===== config.mk =====
export PLATFORM = sky130hd
export DESIGN_NAME = parity_stream_arbiter
export DESIGN_NICKNAME = d
export VERILOG_FILES = /design/src/rtl/parity_stream_arbiter.sv
export SDC_FILE = /design/constraint.sdc
export NUM_CORES = 1
export LEC_CHECK = 0
export ABC_AREA = 1
export CAP_MARGIN = 25
export CORE_ASPECT_RATIO = 0.6
export CORE_UTILIZATION = 53
export CTS_BUF_LIST = sky130_fd_sc_hd__clkbuf_4 sky130_fd_sc_hd__clkbuf_8
export DETAILED_ROUTE_END_ITERATION = 8
export HOLD_SLACK_MARGIN = 0.08
export PLACE_DENSITY = 0.95
export SLEW_MARGIN = 0
export SYNTH_ARGS = -nofsm -noshare
export SYNTH_HDL_FRONTEND = slang
export SYNTH_SLANG_ARGS = --single-unit

===== constraint.sdc =====
create_clock -name a_clk -period 2.7 [get_ports a_clk]
set_input_delay 0.27 -clock a_clk [delete_from_list [all_inputs] [get_ports a_clk]]
set_output_delay 0.27 -clock a_clk [all_outputs]
set_load 0.05 [all_outputs]

===== src/rtl/parity_stream_arbiter.sv =====
// parity_stream_arbiter: packet-level round-robin merge of the even- and odd-parity
// AXI-Stream sources onto one link. tuser tags the source of each beat (0=even, 1=odd).
// A beat-count watchdog forces tlast after MAX_BEATS beats and drains the remainder.
// Optional build macro PARITY_ARB_STATS_EN adds packet and drop counters.
module parity_stream_arbiter #(
  parameter int unsigned DATA_W    = 8,
  parameter int unsigned MAX_BEATS = 8
) (
  input  logic              a_clk,
  input  logic              axis_aresetn,
  input  logic              axis_s_tvalid_even,
  output logic              axis_s_tready_even,
  input  logic [DATA_W-1:0] axis_s_tdata_even,
  input  logic              axis_s_tlast_even,
  input  logic              axis_s_tvalid_odd,
  output logic              axis_s_tready_odd,
  input  logic [DATA_W-1:0] axis_s_tdata_odd,
  input  logic              axis_s_tlast_odd,
  output logic              axis_m_tvalid,
  input  logic              axis_m_tready,
  output logic [DATA_W-1:0] axis_m_tdata,
  output logic              axis_m_tlast,
  output logic              axis_m_tuser,
  input  logic              err_clr,
  output logic              err_overflow,
`ifdef PARITY_ARB_STATS_EN
  output logic [15:0]       pkt_cnt_even,
  output logic [15:0]       pkt_cnt_odd,
  output logic [15:0]       drop_cnt,
`endif
  output logic              busy
);

  localparam int unsigned CNT_W = 8;
  localparam logic [CNT_W:0] MAX_B = (CNT_W+1)'(MAX_BEATS);

  typedef enum logic [2:0] {
    ST_IDLE,
    ST_GRANT_EVEN,
    ST_GRANT_ODD,
    ST_DRAIN_EVEN,
    ST_DRAIN_ODD
  } state_e;

  state_e              state_q, state_d;
  logic                last_grant_q, last_grant_d;   // 0=even, 1=odd
  logic [CNT_W-1:0]    beat_cnt_q, beat_cnt_d;
  logic                m_valid_q, m_valid_d;
  logic [DATA_W-1:0]   m_data_q, m_data_d;
  logic                m_last_q, m_last_d;
  logic                m_user_q, m_user_d;
  logic                err_q, err_d;

  logic                load_ok_c;
  logic                sel_odd_c;
  logic                sel_valid_c;
  logic                sel_last_c;
  logic [DATA_W-1:0]   sel_data_c;
  logic                rdy_even_c;
  logic                rdy_odd_c;
  logic [CNT_W:0]      beat_nxt_c;

  // Source mux: the input the current grant or drain state is listening to
  always_comb begin
    sel_odd_c   = (state_q == ST_GRANT_ODD) || (state_q == ST_DRAIN_ODD);
    sel_valid_c = sel_odd_c ? axis_s_tvalid_odd : axis_s_tvalid_even;
    sel_last_c  = sel_odd_c ? axis_s_tlast_odd  : axis_s_tlast_even;
    sel_data_c  = sel_odd_c ? axis_s_tdata_odd  : axis_s_tdata_even;
  end

  // Arbitration, input handshake, watchdog and output register next values
  always_comb begin
    state_d      = state_q;
    last_grant_d = last_grant_q;
    beat_cnt_d   = beat_cnt_q;
    m_valid_d    = m_valid_q;
    m_data_d     = m_data_q;
    m_last_d     = m_last_q;
    m_user_d     = m_user_q;
    err_d        = err_q;
    rdy_even_c   = 1'b0;
    rdy_odd_c    = 1'b0;
    load_ok_c    = !m_valid_q || axis_m_tready;
    beat_nxt_c   = {1'b0, beat_cnt_q} + (CNT_W+1)'(1);

    // Output beat consumed downstream; a new load below overrides this
    if (m_valid_q && axis_m_tready) m_valid_d = 1'b0;
    // Clear first so a same-cycle overflow below wins
    if (err_clr) err_d = 1'b0;

    case (state_q)
      ST_IDLE: begin
        if (axis_s_tvalid_even && (!axis_s_tvalid_odd || last_grant_q)) begin
          state_d      = ST_GRANT_EVEN;
          last_grant_d = 1'b0;
        end else if (axis_s_tvalid_odd) begin
          state_d      = ST_GRANT_ODD;
          last_grant_d = 1'b1;
        end
      end
      ST_GRANT_EVEN, ST_GRANT_ODD: begin
        rdy_even_c = !sel_odd_c && load_ok_c;
        rdy_odd_c  = sel_odd_c && load_ok_c;
        if (sel_valid_c && load_ok_c) begin
          m_valid_d = 1'b1;
          m_data_d  = sel_data_c;
          m_user_d  = sel_odd_c;
          if (sel_last_c) begin
            m_last_d   = 1'b1;
            beat_cnt_d = '0;
            state_d    = ST_IDLE;
          end else if (beat_nxt_c == MAX_B) begin
            // Packet too long: terminate it here and swallow the rest
            m_last_d   = 1'b1;
            err_d      = 1'b1;
            beat_cnt_d = '0;
            state_d    = sel_odd_c ? ST_DRAIN_ODD : ST_DRAIN_EVEN;
          end else begin
            m_last_d   = 1'b0;
            beat_cnt_d = beat_nxt_c[CNT_W-1:0];
          end
        end
      end
      ST_DRAIN_EVEN, ST_DRAIN_ODD: begin
        rdy_even_c = !sel_odd_c;
        rdy_odd_c  = sel_odd_c;
        if (sel_valid_c && sel_last_c) state_d = ST_IDLE;
      end
      default: state_d = ST_IDLE;
    endcase
  end

  // State and output registers; last_grant resets to odd so even wins the first tie
  always_ff @(posedge a_clk or negedge axis_aresetn) begin
    if (!axis_aresetn) begin
      state_q      <= ST_IDLE;
      last_grant_q <= 1'b1;
      beat_cnt_q   <= '0;
      m_valid_q    <= 1'b0;
      m_data_q     <= '0;
      m_last_q     <= 1'b0;
      m_user_q     <= 1'b0;
      err_q        <= 1'b0;
    end else begin
      state_q      <= state_d;
      last_grant_q <= last_grant_d;
      beat_cnt_q   <= beat_cnt_d;
      m_valid_q    <= m_valid_d;
      m_data_q     <= m_data_d;
      m_last_q     <= m_last_d;
      m_user_q     <= m_user_d;
      err_q        <= err_d;
    end
  end

  assign axis_s_tready_even = rdy_even_c;
  assign axis_s_tready_odd  = rdy_odd_c;
  assign axis_m_tvalid      = m_valid_q;
  assign axis_m_tdata       = m_data_q;
  assign axis_m_tlast       = m_last_q;
  assign axis_m_tuser       = m_user_q;
  assign err_overflow       = err_q;
  assign busy               = (state_q != ST_IDLE) || m_valid_q;

`ifdef PARITY_ARB_STATS_EN
  localparam int unsigned STAT_W = 16;

  logic [STAT_W-1:0] pkt_even_q, pkt_even_d;
  logic [STAT_W-1:0] pkt_odd_q, pkt_odd_d;
  logic [STAT_W-1:0] drop_q, drop_d;

  // Count delivered packets per source and beats discarded while draining
  always_comb begin
    pkt_even_d = pkt_even_q;
    pkt_odd_d  = pkt_odd_q;
    drop_d     = drop_q;
    if (m_valid_q && axis_m_tready && m_last_q) begin
      if (m_user_q) pkt_odd_d  = pkt_odd_q + STAT_W'(1);
      else          pkt_even_d = pkt_even_q + STAT_W'(1);
    end
    if (((state_q == ST_DRAIN_EVEN) && axis_s_tvalid_even) ||
        ((state_q == ST_DRAIN_ODD) && axis_s_tvalid_odd))
      drop_d = drop_q + STAT_W'(1);
  end

  // Statistics registers
  always_ff @(posedge a_clk or negedge axis_aresetn) begin
    if (!axis_aresetn) begin
      pkt_even_q <= '0;
      pkt_odd_q  <= '0;
      drop_q     <= '0;
    end else begin
      pkt_even_q <= pkt_even_d;
      pkt_odd_q  <= pkt_odd_d;
      drop_q     <= drop_d;
    end
  end

  assign pkt_cnt_even = pkt_even_q;
  assign pkt_cnt_odd  = pkt_odd_q;
  assign drop_cnt     = drop_q;
`endif

endmodule


==> results.json <==
{
  "vias": 1369,
  "dr_wl_met3_um": 325,
  "netlist_area_um2": 1356,
  "areaGrowthSynthToFinish_pct": 33.76,
  "drtPass1Iterations": 4,
  "overflow": 0,
  "cp.arrival_ns": 2.31,
  "rsz0062_at_grt": "false",
  "io_buffers": 38,
  "wl_met1_um": 1428,
  "cts_buffers": 3,
  "status": "finished, final reports clean",
  "seqPwrFrac_pct": 27.6,
  "wirelength_um": 3459,
  "yosysSeqAreaShare_pct": 44.37,
  "required_ns": 2.43,
  "ir_drop_mv": 1.041,
  "nets": 250,
  "slew_violations": 0,
  "stdcell_count": 253,
  "cts_root_buf": "clkbuf_8",
  "diodes": 0,
  "ctsHoldBuffers": 0,
  "fin_skew_ns": 0.01018,
  "fillers": 139,
  "cts_tree": "done",
  "p_per_area_nw_per_um2": 1252,
  "p_int_mw": 1.071,
  "initialDrtViolationCount": 79,
  "hp-class": "input port to asynchronous set/reset pin",
  "syn-num-nets": 208,
  "period_needed_ns": 2.579,
  "cp_max_fo": 7,
  "postCtsSetupBuffers": 0,
  "layout.area.seq_um2": 601.8,
  "grt_max_degree": 25,
  "clk_latency_ns": 0.28,
  "power_frac_comb_pct": 62.0,
  "drtAntennaViolNets": 0,
  "die_x_um": 67.31,
  "clock-sinks": 24,
  "top_layer_used": "met4",
  "max_cap_violations": 0,
  "worstSetupPathType": "flop to output port",
  "setup-violations-final": 0,
  "multiInputGateArea_um2": 665.6,
  "coreArea_um2": 2293,
  "die_area_um2": 2772,
  "fin_util_pct": 79.11,
  "grtUsageTotal_pct": 27.82,
  "tightest_slew_ns": 0.5214,
  "ys_ff_latch": 24,
  "synth.area.top_cells": "dfrtp_1 (42%), nand2_1 (17%), nor2_1 (6.6%)",
  "final_hold_viol_count": 0,
  "synth_warnings": 0,
  "post-dp-hpwl_um": 2646,
  "reg2reg_depth": 13,
  "place.gp.congestion": 0.9040,
  "max_slew_margin_pct": 65.13,
  "wire_per_inst_um": 13.67,
  "synth.distinct_cells": 27,
  "syn_avg_cell_area_um2": 7.452,
  "power_switching_mw": 1.200,
  "end_kind": "output port",
  "viasPerCell": 5.411,
  "max_stage_delay_ns": 0.81,
  "initial_core_util_pct": 59.14,
  "post_cts_resized": 0,
  "path_cells": "a21oi_1, nand2_2, nor2_4, nor2_1, nor2_1, clkdlybuf4s50_1",
  "drc": 0,
  "power.leakage_nw": 0.8428,
  "cp_slowest_cell": "clkdlybuf4s50_1",
  "boundaryPins": 39,
  "start_kind": "flop",
  "dp_cells": 249,
  "path_common_cell": "nor2_1",
  "wl_met2_um": 1612,
  "die_h_um": 41.19,
  "synth_largest_area_cell": "dfrtp_1",
  "drive_above_1_share_pct": 10.31,
  "grt_pass1_vias": 1212,
  "syn-instance-count": 182,
  "clkPwrFrac_pct": 10.4,
  "min_period_over_period_pct": 95.52,
  "clock_path_buffers": 2,
  "cts_max_level": 1,
  "swShare_pct": 52.84,
  "fmax_mhz": 387.8,
  "grt_first_pass_wirelength_um": 5347,
  "synth_top_area_share_pct": 42.44,
  "row_count": 13,
  "grt_antenna_before_repair": 0,
  "post_dp_cell_area_um2": 1765,
  "finalPower_mw": 2.271,
  "setup_tns_ns": 0,
  "cts.clk_slew.worst_paths_ns": 0.09,
  "finalInstanceArea_um2": 1814
}
[synth_stat cells, drive strengths merged]
library cell,count
xnor2,1
dfrtp,23
o21ai,11
a31oi,8
dfstp,1
xor2,2
nand4,1
inv,17
nor2,27
nor3,1
buf,3
nand2,68
ha,2
a21oi,2
nand3,11
clkinv,1
a21boi,2
o22ai,1
[cell type report]
cell class,count,area share (%)
timing repair buffer,40,21.66
inverter,18,3.724
clock buffer,4,2.690
tap,30,2.069
sequential,24,33.17
multi-input combinational,137,36.69
[final timing paths]
path,from,slack [ns],to
max,state_q[2]$_DFFE_PN0P_,0.12,axis_s_tready_even
min,axis_aresetn,0.35,beat_cnt_q[2]$_DFFE_PN0P_
max reg2reg,state_q[1]$_DFFE_PN0P_,0.70,state_q[2]$_DFFE_PN0P_
min reg2reg,last_grant_q$_DFFE_PN1P_,0.51,last_grant_q$_DFFE_PN1P_
max in group asynchronous,axis_aresetn,2.04,last_grant_q$_DFFE_PN1P_
min in group a_clk,last_grant_q$_DFFE_PN1P_,0.51,last_grant_q$_DFFE_PN1P_
[power by group through the flow]
stage	clock, mW	sequential (mW)	combinational, mW
detailed placement	0	0.630	1.38
CTS	0.236	0.623	1.40
floorplan	0	0.879	0.720
global route	0.253	0.645	1.52
finish	0.236	0.627	1.41
global placement	0	0.615	1.33
[layout by cell type (no fill, tap or decap)]
cell type	Yosys	layout
o21ai_1	4	4
ha_1	2	2
nand3_2	2	2
buf_4	0	3
nand3_1	9	9
clkbuf_8	0	3
a21boi_0	2	2
nand2_1	62	62
nor2_1	24	24
nor2_2	1	1
nor2_4	2	2
xnor2_1	1	1
nand4_1	1	1
nand2_4	1	1
clkinv_1	1	1
inv_1	15	15
inv_2	2	2
dfrtp_1	23	23
dfstp_2	1	1
o21ai_0	5	5
clkdlybuf4s50_1	0	37
a21oi_1	2	2
o21ai_2	2	2
xor2_1	2	2
clkbuf_4	0	1
nand2_2	5	5
nor3_1	1	1
o22ai_1	1	1
a31oi_1	8	8
[stage by stage]
step	setup slack [ns]	hold WS, ns
after CTS	0.1426	0.3710
after global routing	0.04822	0.3859
after floorplan	0.6820	-0.02559
final	0.1211	0.3514
after global placement	0.5335	0.4715
after detailed placement	0.4626	0.5084
[cell families (layout without fill, tap and decap cells)]
group                      after synthesis  after routing  synth area share [%]
AOI/OAI and AO/OA                       24             24                 10.61
xor gates and xnor gates                 3              3                 1.938
adders and majority gates                2              2                 1.845
buffers and inverters                   21             62                 6.549
DFF                                     24             24                 44.37
and+or+nand+nor                        108            108                 34.69
[state kept, by name, summed over array words and instances, names as in the netlist]
register       cells
err_overflow       1
axis_m_tuser       1
last_grant_q       1
axis_m_tlast       1
axis_m_tdata       8
axis_m_tvalid      1
state_q            3
beat_cnt_q         8
[routing by layer]
layer / vias to the layer above / GRT usage [%]
met4: 0 / 11.70
met5: - / 0
met3: 16 / 8.056
met2: 79 / 48.25
li1: 660 / -
met1: 614 / 33.45
[critical path, delay by kind of cell, from the launching register on]
kind / cells / cell delay [ns]
buf+inv: 1 / 0.81
compound gates: 1 / 0.28
flops: 1 / 0.47
simple gates: 4 / 0.47
Power figures use the tool's default switching activity.
